==> src/rtl/ras_ctrl.sv <==
// Return-address stack: TOS held in a register, full stack mirrored in a 1-cycle-latency BRAM.
// Optional macro RAS_WRAP_EN: pushes accepted while full overwrite the oldest entry.
module ras_ctrl #(
    parameter  int DEPTH = 1024,
    parameter  int WIDTH = 36,
    localparam int ADDR  = $clog2(DEPTH)
) (
    input  logic             clk,
    input  logic             rst_n,

    input  logic             push_valid,
    output logic             push_ready,
    input  logic [WIDTH-1:0] push_data,

    input  logic             pop_valid,
    output logic             pop_ready,
    output logic             pop_rsp_valid,
    output logic [WIDTH-1:0] pop_rsp_data,

    output logic [ADDR:0]    count,
    output logic             empty,
    output logic             full,

    output logic             mem_rea,
    output logic             mem_wea,
    output logic             mem_reb,
    output logic             mem_web,
    output logic [ADDR-1:0]  mem_raddra,
    output logic [ADDR-1:0]  mem_waddra,
    output logic [ADDR-1:0]  mem_raddrb,
    output logic [ADDR-1:0]  mem_waddrb,
    output logic [WIDTH-1:0] mem_wia,
    output logic [WIDTH-1:0] mem_wib,
    input  logic [WIDTH-1:0] mem_doa,
    input  logic [WIDTH-1:0] mem_dob
);

    typedef enum logic {
        S_IDLE   = 1'b0,
        S_REFILL = 1'b1
    } state_t;

    localparam logic [ADDR:0] C_FULL = (ADDR+1)'(DEPTH);
    localparam logic [ADDR:0] C_TWO  = (ADDR+1)'(2);

    state_t             r_state;
    state_t             w_state_nxt;
    logic [ADDR-1:0]    r_wptr;
    logic [ADDR:0]      r_count;
    logic [WIDTH-1:0]   r_tos;
    logic               r_rsp_valid;
    logic [WIDTH-1:0]   r_rsp_data;

    logic               w_idle;
    logic               w_full;
    logic               w_empty;
    logic               w_push_fire;
    logic               w_pop_fire;
    logic               w_push_only;
    logic               w_pop_only;
    logic               w_refill_req;
    logic               w_unused_doa;

    assign w_idle  = (r_state == S_IDLE);
    assign w_full  = (r_count == C_FULL);
    assign w_empty = (r_count == '0);

`ifdef RAS_WRAP_EN
    assign push_ready = w_idle;
`else
    // While full, a push is only taken as the push half of a TOS replace.
    assign push_ready = w_idle & (!w_full | (pop_valid & !w_empty));
`endif
    assign pop_ready = w_idle & !w_empty;

    assign w_push_fire  = push_valid & push_ready;
    assign w_pop_fire   = pop_valid & pop_ready;
    assign w_push_only  = w_push_fire & !w_pop_fire;
    assign w_pop_only   = w_pop_fire & !w_push_fire;
    assign w_refill_req = w_pop_only & (r_count >= C_TWO);

    always_ff @(posedge clk or negedge rst_n) begin
        if (!rst_n) begin
            r_state <= S_IDLE;
        end else begin
            r_state <= w_state_nxt;
        end
    end

    // BRAM requests are combinational so the BRAM samples them on the same edge as our state update.
    always_comb begin
        w_state_nxt = r_state;
        mem_wea     = 1'b0;
        mem_waddra  = '0;
        mem_wia     = '0;
        mem_reb     = 1'b0;
        mem_raddrb  = '0;
        unique case (r_state)
            S_IDLE: begin
                if (w_push_fire) begin
                    mem_wea    = 1'b1;
                    mem_waddra = w_pop_fire ? (r_wptr - 1'b1) : r_wptr;
                    mem_wia    = push_data;
                end
                if (w_refill_req) begin
                    mem_reb     = 1'b1;
                    mem_raddrb  = r_wptr - ADDR'(2);
                    w_state_nxt = S_REFILL;
                end
            end
            S_REFILL: begin
                w_state_nxt = S_IDLE;
            end
            default: begin
                w_state_nxt = S_IDLE;
            end
        endcase
    end

    always_ff @(posedge clk or negedge rst_n) begin
        if (!rst_n) begin
            r_wptr      <= '0;
            r_count     <= '0;
            r_tos       <= '0;
            r_rsp_valid <= 1'b0;
            r_rsp_data  <= '0;
        end else begin
            r_rsp_valid <= w_pop_fire;
            if (w_pop_fire) begin
                r_rsp_data <= r_tos;
            end

            if (r_state == S_REFILL) begin
                r_tos <= mem_dob;
            end else if (w_push_fire) begin
                r_tos <= push_data;
            end

            // A push while full only happens in wrap mode; the count saturates at DEPTH.
            if (w_push_only) begin
                r_wptr <= r_wptr + 1'b1;
                if (!w_full) begin
                    r_count <= r_count + 1'b1;
                end
            end else if (w_pop_only) begin
                r_wptr  <= r_wptr - 1'b1;
                r_count <= r_count - 1'b1;
            end
        end
    end

    assign pop_rsp_valid = r_rsp_valid;
    assign pop_rsp_data  = r_rsp_data;
    assign count         = r_count;
    assign empty         = w_empty;
    assign full          = w_full;

    assign mem_rea    = 1'b0;
    assign mem_web    = 1'b0;
    assign mem_raddra = '0;
    assign mem_waddrb = '0;
    assign mem_wib    = '0;

    assign w_unused_doa = ^mem_doa;

endmodule
==> config.mk <==
export PLATFORM = sky130hd
export DESIGN_NAME = ras_ctrl
export DESIGN_NICKNAME = d
export VERILOG_FILES = /design/src/rtl/ras_ctrl.sv
export SDC_FILE = /design/constraint.sdc
export NUM_CORES = 1
export LEC_CHECK = 0
export CAP_MARGIN = 20
export CELL_PAD_IN_SITES_DETAIL_PLACEMENT = 1
export CELL_PAD_IN_SITES_GLOBAL_PLACEMENT = 1
export CORE_MARGIN = 2
export CORE_UTILIZATION = 31
export DETAILED_ROUTE_END_ITERATION = 8
export GPL_TIMING_DRIVEN = 0
export HOLD_SLACK_MARGIN = 0.08
export MAX_ROUTING_LAYER = met4
export PLACE_DENSITY = 0.95
export SLEW_MARGIN = 0
export SYNTH_ARGS = -nofsm -noshare
export SYNTH_HDL_FRONTEND = slang
export SYNTH_SLANG_ARGS = --single-unit
==> constraint.sdc <==
create_clock -name clk -period 13.2 [get_ports clk]
set_input_delay 2.64 -clock clk [delete_from_list [all_inputs] [get_ports clk]]
set_output_delay 2.64 -clock clk [all_outputs]
set_load 0.02 [all_outputs]
==> results of run 1 <==
-- placed cells by master, fill, tap and decap left out, types with 8 or more instances in the layout --
cell,Yosys,layout
o21ai_0,10,10
clkbuf_1,20,20
conb_1,1,58
clkbuf_16,0,9
clkdlybuf4s50_1,0,184
ha_1,16,16
buf_4,58,59
xnor2_1,15,15
inv_1,8,8
nand3_1,12,12
a21oi_1,10,10
nand2_1,129,129
xor2_1,20,20
and2_1,18,18
dfrtp_1,95,95
nor2_1,33,33
a221o_1,36,36
and2_4,20,20
-- stage by stage --
stage / util / worst slack, ns / power (uW)
floorplan: - / 5.99 / 897
global placement: 0.458 / 4.20 / 1170
detailed placement: 0.460 / 4.16 / 1200
CTS: 0.479 / 4.14 / 1490
global route: 0.479 / 3.97 / 1580
finish: 0.479 / 4.21 / 1480
-- worst register-to-register path: stages (launching register included) --
cell	delay, ns
dfrtp_1	0.43
or4_4	0.58
or4_4	0.55
o21a_1	0.22
inv_1	0.10
buf_2	0.27
buf_2	0.33
ha_1	0.20
clkbuf_1	0.34
clkinv_1	0.56
fa_1	0.61
a21o_1	0.21
nand4_1	0.09
nand3_1	0.19
a311oi_1	0.37
xnor2_1	0.16
mux2i_1	0.09
-- path summary, 6_finish.rpt --
path,slack [ns],cells past startpoint,from,endpoint
worst max-delay path,4.21,11,pop_valid,mem_raddrb[5]
worst min-delay path,0.48,2,pop_rsp_data[15],pop_rsp_data[15]
worst max register to register,7.78,16,count[7],count[10]
worst min register to register,0.48,2,pop_rsp_data[15],pop_rsp_data[15]
max in group asynchronous,10.26,2,rst_n,r_tos[14]
min in group asynchronous,2.25,1,rst_n,r_tos[33]
-- registers in the layout, summed over array words and instances (netlist names) --
signal,cells
pop_rsp_data,36
r_tos,36
count,11
r_wptr,10
pop_rsp_valid,1
r_state,1
-- final cells by class --
type	instances	area [um2]	area share
repair buffers	186	1880	0.234
clock inverters	7	97.6	0.0122
flip-flops and latches	95	2380	0.297
plain buffers	91	591	0.0738
well taps	220	275	0.0344
multi-input cells	427	2530	0.316
inverters	9	33.8	0.00422
clock buffers	9	225	0.0281
-- power groups by stage --
stage	registers, uW	logic, uW	clock network [uW]
after global routing	468	806	302
after global placement	453	712	0
final	455	741	281
after detailed placement	460	740	0
after floorplan	504	393	0
after CTS	456	746	291
-- cell families after synthesis --
family / Yosys count / share of synthesized area
compound gates: 71 / 0.108
mux: 4 / 0.00777
flops: 95 / 0.447
fa+ha+maj: 17 / 0.0414
xor+xnor: 35 / 0.0577
buf+inv: 100 / 0.117
simple gates: 242 / 0.220
other cells: 1 / 0.000706
-- metal layers --
metal / vias up / part of all wire
li1: 2287 / -
met1: 2416 / 0.41
met2: 170 / 0.52
met3: 17 / 0.057
met4: 0 / 0.014
met5: - / 0
==> impl_metrics.ini, run 1 <==
[route]
ant_nets = 0
vias = 4890
drtIter0Drc = 183
wl_um = 18200
dr.pass1.iters = 4
vias_per_cell = 4.68
wl_per_cell_um = 17.4
drc = 0

[global_route]
grt.total_usage = 0.205
gr-max-usage-layer = met2
use_met1 = 0.239
grt_pass1_vias = 5272
grt_overflow = 0
grt_util_met2 = 0.362
use_met3 = 0.0383
antenna_found_initial = 0
grt_max_degree = 63
grt_pass1_wl_um = 28400

[power]
pwr-share-clk = 0.190
ir_drop_uv = 116
power.leakage_uw = 0.00372
p_seq_frac = 0.308
internal_power_uw = 867
swShare = 0.413
p_per_area_nw_per_um2 = 185
power_frac_comb = 0.502
p_sw_uw = 611

[clock_tree]
ctsResizeCount = 0
clock_latency_ns = 0.35
cts_tree = built
path_clk_slew_ns = 0.07
cts_max_level = 3
root_buffer = clkbuf_16
cts_hold_buf = 0
numCtsBuffers = 9
cts_sinks = 95
clockBufferDepth = 2
post_cts_buffers = 0

[timing]
hold_ws_ns = 0.477
rsz0062_at_grt = false
fin_tns_setup_ns = 0
fin_skew_ns = 0.00635
min_period_ns = 8.99
fmax_mhz = 111
drv_slew = 0
fin_crit_sh = 0.681
worst_pin_slew_ns = 0.694
hold_violations = 0
finalSetupViolCount = 0
slew_headroom = 0.537

[placement]
place_hpwl_um = 14000
gp_congestion = 0.869
place_inst = 1028
dpl_cell_area_um2 = 7680
port-buffer-count = 185

[synth]
synth_area_leaders = dfrtp_1 45%, nand2_1 9.1%, buf_4 8.2%, a221o_1 6.8%, ha_1 3.8%
syn_inst = 565
yosysSeqAreaShare = 0.447
postSynthAreaPerCell_um2 = 9.41
synthArstFlopShare = 1.00
synth_seq_cells = 95
synth.most_common_cell = nand2_1
synth_edf_count = 0
ys_top_cells_by_count = 129 x nand2_1, 95 x dfrtp_1, 58 x buf_4
ys.flop_type = dfrtp_1
synth_top_cell_area_share = 0.447
synth_top_area_cell = dfrtp_1
yosys_warnings = 0
synth_area_um2 = 5320
synth_cell_types = 43

[setup_path]
path_buf_inv = 6
critPathTopFamily = buffers and inverters
worst_ep_arrival_time_ns = 6.35
cp-start-kind = input pin
cpPeakStageDelay_ns = 0.62
cp_slowest_cell = clkdlybuf4s50_1
crit_path_end_kind = output pin
crit_fanout = 11
criticalPathCategory = input pin to output pin
required_ns = 10.56
path_cells = clkdlybuf4s50_1, nor2b_1, o21a_1, clkbuf_1, buf_1, ha_1, inv_1, or3_1, clkbuf_1, nor2_1, clkdlybuf4s50_1

[final_layout]
layout-drive-gt1-share = 0.136
n_antenna_cell = 0
synthToLayoutAreaGrowth_pct = 50.6
num-nets-final = 948
n_fill_cell = 1953
fin_cells = 1044
final_cell_area_um2 = 8000

[run]
maxCapViolCount = 0

[hold_path]
holdCritPathClass = flop to flop

[run_status]
outcome = complete, no violations

[die]
io-pin-count = 280
die_width_um = 135
die_height_um = 135
rows = 47
initial_core_util = 0.318
die_area_um2 = 18200
coreArea_um2 = 16700
(Power assumes the default switching activity.)
==> inputs of run 2 (changes only) <==
CORE_UTILIZATION = 29   (was 31)
PLACE_DENSITY = 0.9   (was 0.95)
clock period = 8.9 ns   (was 13.2 ns; I/O delays follow)
==> run 2 against run 1 <==
Against the previous run: critical path depth unchanged; largest cell class unchanged; wire length grew 0.57%; design area is 0.30% lower; non-clock buffer count unchanged; via count up 0.27%; critical endpoint is now mem_raddrb[2]; largest power group unchanged; setup slack got worse by 2.6 ns; utilization is 3.5 points lower; highest routed layer unchanged; die area up 6.7%.
==> impl_metrics.ini, run 2 (same netlist as run 1, synthesis figures left out) <==
[final_layout]
num-nets-final = 948
n_antenna_cell = 0
synthToLayoutAreaGrowth_pct = 50.1
final_cell_mix = 184 x clkdlybuf4s50_1, 129 x nand2_1, 95 x dfrtp_1
final_common_cell = clkdlybuf4s50_1
layout-drive-gt1-share = 0.136
final_cell_area_um2 = 7980
n_fill_cell = 2099

[timing]
fin_skew_ns = 0.0126
rsz0062_at_grt = false
finalSetupViolCount = 0
worst_pin_slew_ns = 0.692
hold_violations = 0
fmax_mhz = 136
fin_crit_sh = 0.824
fin_ws_ns = 1.57
slew_headroom = 0.539
hold_ws_ns = 0.468
drv_slew = 0
min_period_ns = 7.33
fin_tns_setup_ns = 0

[clock_tree]
cts_sinks = 95
clockBufferDepth = 2
path_clk_slew_ns = 0.07
numCtsBuffers = 9
post_cts_buffers = 0
cts_hold_buf = 0
cts_tree = built
ctsResizeCount = 0
root_buffer = clkbuf_16
cts_max_level = 3
clock_latency_ns = 0.35

[placement]
place_hpwl_um = 14200
port-buffer-count = 185
gp_congestion = 0.898
dpl_worst_slack_ns = 1.54
dpl_cell_area_um2 = 7690

[run]
maxCapViolCount = 0

[setup_path]
setup.worst_path.start = pop_valid
reg2reg_slack_ns = 3.39
r2r_cells = 16
cp_slowest_cell = clkdlybuf4s50_1
worst_ep_arrival_time_ns = 5.55
criticalPathCategory = input pin to output pin
cpPeakStageDelay_ns = 0.62
crit_fanout = 11
crit_path_end_kind = output pin
r2r-end = count[10]
cp-start-kind = input pin
worstReg2RegStart = count[7]
path_cells = clkdlybuf4s50_1, nor2b_1, o21a_1, clkbuf_1, buf_1, ha_1, inv_1, or3_1, clkbuf_1, nor2_1, clkdlybuf4s50_1
required_ns = 7.12

[run_status]
outcome = complete, no violations

[power]
ir_drop_uv = 161
power.leakage_uw = 0.00371
power_uw = 2150
p_per_area_nw_per_um2 = 270

[global_route]
antenna_found_initial = 0
grt_pass1_vias = 5068
grt_pass1_wl_um = 28300
grt.total_usage = 0.190
grt_max_degree = 63
grt_overflow = 0

[route]
drtIter0Drc = 162
drc = 0
dr.pass1.iters = 5
vias = 4903
vias_per_cell = 4.66
ant_nets = 0
wl_per_cell_um = 17.3
wl_um = 18300

[die]
io-pin-count = 280
coreArea_um2 = 18000
die_area_um2 = 19400
die_width_um = 139
initial_core_util = 0.296
die_height_um = 139
rows = 49

[hold_path]
worstHoldPathCells = 2
min-delay-start = r_tos[5]
min_to = pop_rsp_data[5]
holdCritPathClass = flop to flop
==> run 2: how the worst max path moves through the flow <==
stage                     to  slack (ns)  cells after the start
2_1_floorplan  mem_raddrb[4]        3.41                      9
3_3_place_gp   mem_raddrb[4]        1.58                     11
3_5_place_dp   mem_raddrb[9]        1.54                     11
4_1_cts        mem_raddrb[9]        1.52                     11
5_1_grt        mem_raddrb[6]        1.32                     11
6_report       mem_raddrb[2]        1.57                     11
==> run 2: metrics by stage <==
stage / util / std cells
after floorplan: - / 622
after global routing: 0.444 / 1053
final: 0.444 / 1053
after CTS: 0.444 / 1053
after global placement: 0.427 / 1036
after detailed placement: 0.428 / 1037
==> run 2: per-layer routing <==
layer  global-route usage  routed length, um  vias up
met5                    -                  0        -
li1                     -                  -     2294
met4               0.0441                261        0
met3               0.0382                903       19
met2                0.337               9570      158
met1                0.221               7520     2432
==> run 2: critical path, delay by kind of cell <==
kind                       cells  cell delay [ns]
buffers and inverters          6             2.58
AOI/OAI and AO/OA              1             0.15
adders and majority gates      1             0.31
and+or+nand+nor                3             0.73
==> run 2: cell type report <==
class | instances | area, um2 | area share
Tap cell | 229 | 287 | 0.0359
Clock buffer | 10 | 239 | 0.0299
Sequential cell | 95 | 2380 | 0.298
Multi-Input combinational cell | 427 | 2530 | 0.317
Clock inverter | 6 | 48.8 | 0.00611
Buffer | 91 | 591 | 0.0740
Inverter | 9 | 33.8 | 0.00423
Timing Repair Buffer | 186 | 1880 | 0.235
==> run 2: power breakdown <==
part | internal [uW] | switching [uW]
sequential | 570 | 105
clock | 201 | 181
combinational | 488 | 607
total | 1260 | 894
==> inputs of run 3 (changes only) <==
clock period = 7.4 ns   (was 8.9 ns; I/O delays follow)
==> results of run 3 <==
The final DEF is identical to that of run 2. Status: complete, no violations.
Main changes from that run: setup slack after placement 1.54 ns -> 0.637 ns; setup slack after layout 1.57 ns -> 0.665 ns; register-to-register setup slack 3.39 ns -> 1.89 ns; total power 2150 uW -> 2590 uW; worst IR drop on VDD 161 uV -> 193 uV
